[src/rtl/apb_req_master.sv]
// APB4 initiator: converts a valid/ready request/response stream into single APB transfers.
// Optional ACCESS-phase timeout is enabled by defining APB_REQ_MASTER_TIMEOUT_EN.
module apb_req_master #(
  parameter int ADDR_W         = 32,
  parameter int DATA_W         = 32,
  parameter int TIMEOUT_CYCLES = 256
) (
  input  logic                  pclk_i,
  input  logic                  preset_ni,
  input  logic                  req_valid_i,
  output logic                  req_ready_o,
  input  logic                  req_write_i,
  input  logic [ADDR_W-1:0]     req_addr_i,
  input  logic [DATA_W-1:0]     req_wdata_i,
  input  logic [DATA_W/8-1:0]   req_strb_i,
  output logic                  rsp_valid_o,
  input  logic                  rsp_ready_i,
  output logic [DATA_W-1:0]     rsp_rdata_o,
  output logic                  rsp_slverr_o,
  output logic                  rsp_timeout_o,
  output logic [ADDR_W-1:0]     paddr_o,
  output logic [DATA_W-1:0]     pwdata_o,
  output logic                  pwrite_o,
  output logic                  psel_o,
  output logic                  penable_o,
  output logic [DATA_W/8-1:0]   pstrb_o,
  input  logic [DATA_W-1:0]     prdata_i,
  input  logic                  pready_i,
  input  logic                  pslverr_i
);

  localparam int STRB_W = DATA_W / 8;

  typedef enum logic [1:0] {
    ST_IDLE   = 2'd0,
    ST_SETUP  = 2'd1,
    ST_ACCESS = 2'd2,
    ST_RESP   = 2'd3
  } state_t;

  state_t              state_r;
  state_t              state_nxt_s;
  logic                timeout_hit_s;
  logic [ADDR_W-1:0]   paddr_r;
  logic [DATA_W-1:0]   pwdata_r;
  logic [STRB_W-1:0]   pstrb_r;
  logic                pwrite_r;
  logic                psel_r;
  logic                penable_r;
  logic                rsp_valid_r;
  logic [DATA_W-1:0]   rsp_rdata_r;
  logic                rsp_slverr_r;

  // Reject parameter sets that cannot form whole byte lanes or a usable timeout.
  if (((DATA_W % 8) != 0) || (TIMEOUT_CYCLES < 1)) begin : g_param_check
    $error("apb_req_master: DATA_W must be a multiple of 8 and TIMEOUT_CYCLES >= 1");
  end

`ifdef APB_REQ_MASTER_TIMEOUT_EN
  localparam int CNT_W = $clog2(TIMEOUT_CYCLES) + 1;

  logic [CNT_W-1:0] wait_cnt_r;
  logic             rsp_timeout_r;

  // Limit reached on the last tolerated idle ACCESS cycle; pready in that cycle wins.
  assign timeout_hit_s = (state_r == ST_ACCESS) && !pready_i &&
                         (wait_cnt_r == CNT_W'(TIMEOUT_CYCLES - 1));

  // Count consecutive ACCESS cycles without pready, cleared while in SETUP.
  always_ff @(posedge pclk_i or negedge preset_ni) begin
    if (!preset_ni) begin
      wait_cnt_r <= '0;
    end else if (state_r == ST_SETUP) begin
      wait_cnt_r <= '0;
    end else if ((state_r == ST_ACCESS) && !pready_i) begin
      wait_cnt_r <= wait_cnt_r + CNT_W'(1);
    end
  end

  // Timeout flag of the response, set only when the counter ends the transfer.
  always_ff @(posedge pclk_i or negedge preset_ni) begin
    if (!preset_ni) begin
      rsp_timeout_r <= 1'b0;
    end else if ((state_r == ST_ACCESS) && pready_i) begin
      rsp_timeout_r <= 1'b0;
    end else if (timeout_hit_s) begin
      rsp_timeout_r <= 1'b1;
    end
  end

  assign rsp_timeout_o = rsp_timeout_r;
`else
  assign timeout_hit_s = 1'b0;
  assign rsp_timeout_o = 1'b0;
`endif

  // FSM state register.
  always_ff @(posedge pclk_i or negedge preset_ni) begin
    if (!preset_ni) begin
      state_r <= ST_IDLE;
    end else begin
      state_r <= state_nxt_s;
    end
  end

  // FSM next-state decode.
  always_comb begin
    state_nxt_s = state_r;
    case (state_r)
      ST_IDLE: begin
        if (req_valid_i) begin
          state_nxt_s = ST_SETUP;
        end else begin
          state_nxt_s = ST_IDLE;
        end
      end
      ST_SETUP: begin
        state_nxt_s = ST_ACCESS;
      end
      ST_ACCESS: begin
        if (pready_i || timeout_hit_s) begin
          state_nxt_s = ST_RESP;
        end else begin
          state_nxt_s = ST_ACCESS;
        end
      end
      ST_RESP: begin
        if (rsp_ready_i) begin
          state_nxt_s = ST_IDLE;
        end else begin
          state_nxt_s = ST_RESP;
        end
      end
      default: begin
        state_nxt_s = ST_IDLE;
      end
    endcase
  end

  // Latch the request on handshake; reads drive zero data and strobes.
  always_ff @(posedge pclk_i or negedge preset_ni) begin
    if (!preset_ni) begin
      paddr_r  <= '0;
      pwdata_r <= '0;
      pstrb_r  <= '0;
      pwrite_r <= 1'b0;
    end else if ((state_r == ST_IDLE) && req_valid_i) begin
      paddr_r  <= req_addr_i;
      pwrite_r <= req_write_i;
      pwdata_r <= req_write_i ? req_wdata_i : '0;
      pstrb_r  <= req_write_i ? req_strb_i : '0;
    end
  end

  // Phase strobes registered from the next state so they align with SETUP/ACCESS/RESP.
  always_ff @(posedge pclk_i or negedge preset_ni) begin
    if (!preset_ni) begin
      psel_r      <= 1'b0;
      penable_r   <= 1'b0;
      rsp_valid_r <= 1'b0;
    end else begin
      psel_r      <= (state_nxt_s == ST_SETUP) || (state_nxt_s == ST_ACCESS);
      penable_r   <= (state_nxt_s == ST_ACCESS);
      rsp_valid_r <= (state_nxt_s == ST_RESP);
    end
  end

  // Capture the completer response, or synthesize an error response on timeout.
  always_ff @(posedge pclk_i or negedge preset_ni) begin
    if (!preset_ni) begin
      rsp_rdata_r  <= '0;
      rsp_slverr_r <= 1'b0;
    end else if ((state_r == ST_ACCESS) && pready_i) begin
      rsp_rdata_r  <= pwrite_r ? '0 : prdata_i;
      rsp_slverr_r <= pslverr_i;
    end else if (timeout_hit_s) begin
      rsp_rdata_r  <= '0;
      rsp_slverr_r <= 1'b1;
    end
  end

  assign req_ready_o  = (state_r == ST_IDLE);
  assign paddr_o      = paddr_r;
  assign pwdata_o     = pwdata_r;
  assign pstrb_o      = pstrb_r;
  assign pwrite_o     = pwrite_r;
  assign psel_o       = psel_r;
  assign penable_o    = penable_r;
  assign rsp_valid_o  = rsp_valid_r;
  assign rsp_rdata_o  = rsp_rdata_r;
  assign rsp_slverr_o = rsp_slverr_r;

endmodule
[config.mk]
export PLATFORM = sky130hd
export DESIGN_NAME = apb_req_master
export DESIGN_NICKNAME = d
export VERILOG_FILES = /design/src/rtl/apb_req_master.sv
export SDC_FILE = /design/constraint.sdc
export NUM_CORES = 1
export LEC_CHECK = 0
export BUFFER_PORTS_ARGS = -buffer_cell sky130_fd_sc_hd__buf_2
export CORE_MARGIN = 1.5
export CORE_UTILIZATION = 40
export DETAILED_ROUTE_END_ITERATION = 10
export GPL_ROUTABILITY_DRIVEN = 0
export PLACE_DENSITY = 0.7
export SYNTH_ARGS = -nofsm -noshare
export SYNTH_HDL_FRONTEND = slang
export SYNTH_SLANG_ARGS = --single-unit
[constraint.sdc]
create_clock -name pclk_i -period 2.7 [get_ports pclk_i]
set_input_delay 0.27 -clock pclk_i [delete_from_list [all_inputs] [get_ports pclk_i]]
set_output_delay 0.27 -clock pclk_i [all_outputs]
set_load 0.02 [all_outputs]
==> flow_summary.rst <==
.. list-table::
   :header-rows: 1

   * - Metric
     - Value
   * - Run status
     - complete, no violations
   * - Total buffers and inverters traversed by the critical path
     - 1
   * - Max-cap viol count
     - 0
   * - Worst setup path startpoint
     - state_r[0]$_DFF_PN0_
   * - Critical R2R Capture
     - rsp_rdata_o[0]$_DFFE_PN0P_
   * - Synthesized area per cell
     - 13.31 µm²
   * - Total global routing track utilization
     - 0.1587
   * - Max H-tree Level
     - 3
   * - Part of the cycle the worst path needs
     - 0.6269
   * - Ratio of routed vias to standard cells
     - between 4 and 5
   * - Global-route track usage on met1
     - 0.1923
   * - Post-Place Cell Area
     - 0.005756 mm²
   * - Levels on crit path
     - 3
   * - CTS tree
     - built
   * - Number of synthesis warnings
     - 0
   * - CP Capture Point
     - rsp_rdata_o[0]$_DFFE_PN0P_
   * - Final setup margin
     - about 1.0 ns
   * - Worst Hold Depth
     - 2
   * - Width of the die
     - 110.3 µm
   * - Initial antenna violation count
     - 0
   * - Area fraction of the dominant cell type after synthesis
     - 0.5812
   * - CP top delay family
     - buffers and inverters
   * - PwrDens
     - roughly 1200 mW/mm²
   * - Number of design-rule violations left by the first detailed-router iteration
     - about 170
   * - Placement Rows
     - 39
   * - Number of nets in the synthesized netlist
     - 455
   * - Maximum operating frequency
     - roughly 590 MHz
   * - Met2 demand-to-capacity share in global routing
     - 0.2579
   * - Delay of the slowest cell on the worst path
     - approximately 0.48 ns
   * - Floorplan core area
     - between 0.01 and 0.015 mm²
   * - Sum of net half-perimeters after detailed placement
     - 6.873 mm
   * - Area Growth Syn to Fin
     - 31.10%
   * - Path depth of the worst reg2reg path
     - 3
   * - Average wire length per cell after detail routing
     - 13.95 µm
   * - Final critical-path required period
     - 1.693 ns
   * - Largest net degree at the start of global routing
     - 72
   * - Worst Path Required
     - about 3 ns
   * - Dominant cell type by area after synthesis
     - sky130_fd_sc_hd__dfrtp_1
   * - GRT overflow
     - 0
   * - Post-synthesis cell count
     - 346
   * - Critical path cell sequence
     - and3b_2, buf_4, mux2_2
   * - Area of the mapped netlist
     - between 0.004 and 0.005 mm²
   * - Clock tree sinks
     - 107
   * - CP Class
     - reg -> reg
   * - Setup slack on the worst flop-to-flop path
     - 1.01 ns
   * - Reg2Reg Launch Point
     - state_r[0]$_DFF_PN0_
   * - Root Buffer
     - sky130_fd_sc_hd__clkbuf_16
   * - Post-CTS setup buffers
     - 0
   * - Number of vias after detailed routing
     - ~3.2k
   * - Lkg Pwr
     - 0.003145 µW
   * - Part of the Yosys area used for sequential elements
     - 0.5812
   * - Clock skew
     - 0.004775 ns
   * - Number of diodes
     - 0
   * - Port bufs
     - around 210
   * - Count of pins over their slew limit
     - 0
   * - TritonCTS Buffers
     - 9
   * - Total wire length
     - 9.796 mm
   * - Die outline height
     - 110.3 µm
   * - Cells taking the most area after synthesis
     - sky130_fd_sc_hd__dfrtp_1 (58%), sky130_fd_sc_hd__mux2_4 (9.8%), sky130_fd_sc_hd__mux2_2 (8.8%), sky130_fd_sc_hd__mux2i_1 (7.8%), sky130_fd_sc_hd__nor2b_1 (4.3%)
   * - Starting density of the core
     - 0.4069
   * - Rel. slew slack
     - 0.5440
   * - First-pass GRT wire length
     - 14.81 mm
   * - Number of buffers on the longest clock path
     - 2
   * - Iteration count of the initial detailed-routing pass
     - 5
   * - Hold Path Class
     - in -> reg
   * - Boundary Pins
     - between 200 and 250
   * - Layer with the highest usage
     - met2
   * - Number of setup violations in the final report
     - 0
   * - Fin area
     - 0.006040 mm²
   * - Number of unique standard cell types used by synthesis
     - 21
   * - Total negative slack for setup checks
     - 0 ns
   * - Final net count
     - ~660
   * - Worst IR drop on VDD
     - 532.9 µV
   * - Layout cell share with drive strength beyond 1
     - 0.5349
   * - Unrepaired setup endpoints after global routing
     - false
   * - Final Hold Slack
     - 0.1579 ns
   * - Post-detailed-route count of antenna-violating nets
     - 0
   * - Crit-path slowest cell
     - sky130_fd_sc_hd__buf_4
   * - Routing usage on met3
     - 0.05115
   * - Post-Place Setup Slack
     - 1.017 ns
   * - Total die area
     - 0.01217 mm²
   * - Sort of element at the end of the critical path
     - flip-flop
   * - CP startpoint kind
     - flip-flop
   * - Number of endpoints with negative hold slack in the final report
     - 0
   * - Arr. time, crit path
     - 1.91 ns
   * - Crit Path Max Fanout
     - 33
   * - Clock slew at reported path FFs
     - 0.07 ns
   * - Tightest Pin Transition
     - 0.6839 ns
   * - Latest clock arrival within the worst-skew pair
     - between 0.3 and 0.4 ns
   * - Total power consumption of the routed design
     - 7256 µW
   * - Post-route DRC
     - 0
   * - Vias in the first global route
     - between 3k and 4k
   * - Post-synthesis register bit count
     - approximately 110
[layout make-up]
class | count | area [µm²]
Sequential cell | 107 | 2678
Fill cell | 976 | 5281
Clock buffer | 14 | 264.0
Tap cell | 143 | 178.9
Inverter | 37 | 138.9
Multi-Input combinational cell | 182 | 1642
Timing Repair Buffer | 217 | 1129
Clock inverter | 2 | 10.01
[worst min-delay path by stage]
stage | startpoint | endpoint
6_report | req_addr_i[9] | paddr_o[9]$_DFFE_PN0P_
5_1_grt | req_addr_i[2] | paddr_o[2]$_DFFE_PN0P_
4_1_cts | req_addr_i[31] | paddr_o[31]$_DFFE_PN0P_
3_5_place_dp | preset_ni | rsp_rdata_o[4]$_DFFE_PN0P_
3_3_place_gp | preset_ni | rsp_rdata_o[10]$_DFFE_PN0P_
2_1_floorplan | preset_ni | paddr_o[0]$_DFFE_PN0P_
[per-layer routing]
| metal | vias to the layer above | wire length, µm |
|---|---|---|
| met1 | 1562 | 4150 |
| li1 | 1517 | - |
| met2 | 134 | 4570 |
| met4 | 0 | 197 |
| met3 | 16 | 878 |
| met5 | - | 0 |
[cell usage in the layout (no fill, tap or decap), drive strengths merged]
cell type    instances
nor2b               32
mux2                66
a31oi                1
clkbuf              14
nor3b                1
ha                   2
inv                 37
and3b                1
a31o                 1
nand2               37
or2                  1
dlygate4sd3          1
and3                 1
conb                 1
mux2i               36
clkinv               2
buf                216
nor2                 2
dfrtp              107
[where the power goes]
| group | total, µW | internal [µW] | leakage [µW] | switching, µW |
|---|---|---|---|---|
| logic | 3290 | 1420 | 0.00168 | 1880 |
| registers | 2740 | 2350 | 0.00133 | 388 |
| clock network | 1220 | 675 | 0.000137 | 548 |
[state kept, by name, summed over array words and instances, names as in the netlist]
signal and flops:
pstrb_o 4, psel_o 1, paddr_o 32, state_r 2, pwrite_o 1, penable_o 1
rsp_slverr_o 1, rsp_rdata_o 32, pwdata_o 32, rsp_valid_o 1
[kinds of logic (layout without fill, tap and decap cells)]
kind of cell	Yosys count	in the layout	share of synthesized area
simple gates	75	75	0.08148
compound gates	2	2	0.003260
buf+inv	57	270	0.06382
flops	107	107	0.5812
mux	102	102	0.2640
other cells	1	1	0.0008140
fa+ha+maj	2	2	0.005431
[worst register-to-register path, delay by kind of cell, from the launching register on]
kind	cells	cell delay [ns]
AND/OR/NAND/NOR	1	0.24
flip-flops	1	0.43
buffers and inverters	1	0.48
multiplexers	1	0.43
[what timing repair did]
| action | 4_1_cts | 5_1_grt |
|---|---|---|
| gates resized for setup | 0 | 0 |
| hold endpoints to repair | 42 | 0 |
| hold buffers | 1 | 0 |
[Yosys cell counts (all sizes together)]
cell type,count
ha,2
and3b,1
inv,37
clkbuf,5
nand2,37
dfrtp,107
conb,1
mux2i,36
nor2b,32
nor3b,1
and3,1
nor2,2
buf,15
a31oi,1
a31o,1
or2,1
mux2,66
[per-stage QoR]
stage,instances,utilization
global route,702,0.5335
detailed placement,685,0.5084
finish,702,0.5335
global placement,685,0.5084
CTS,702,0.5335
floorplan,346,-
(Power assumes the default switching activity.)
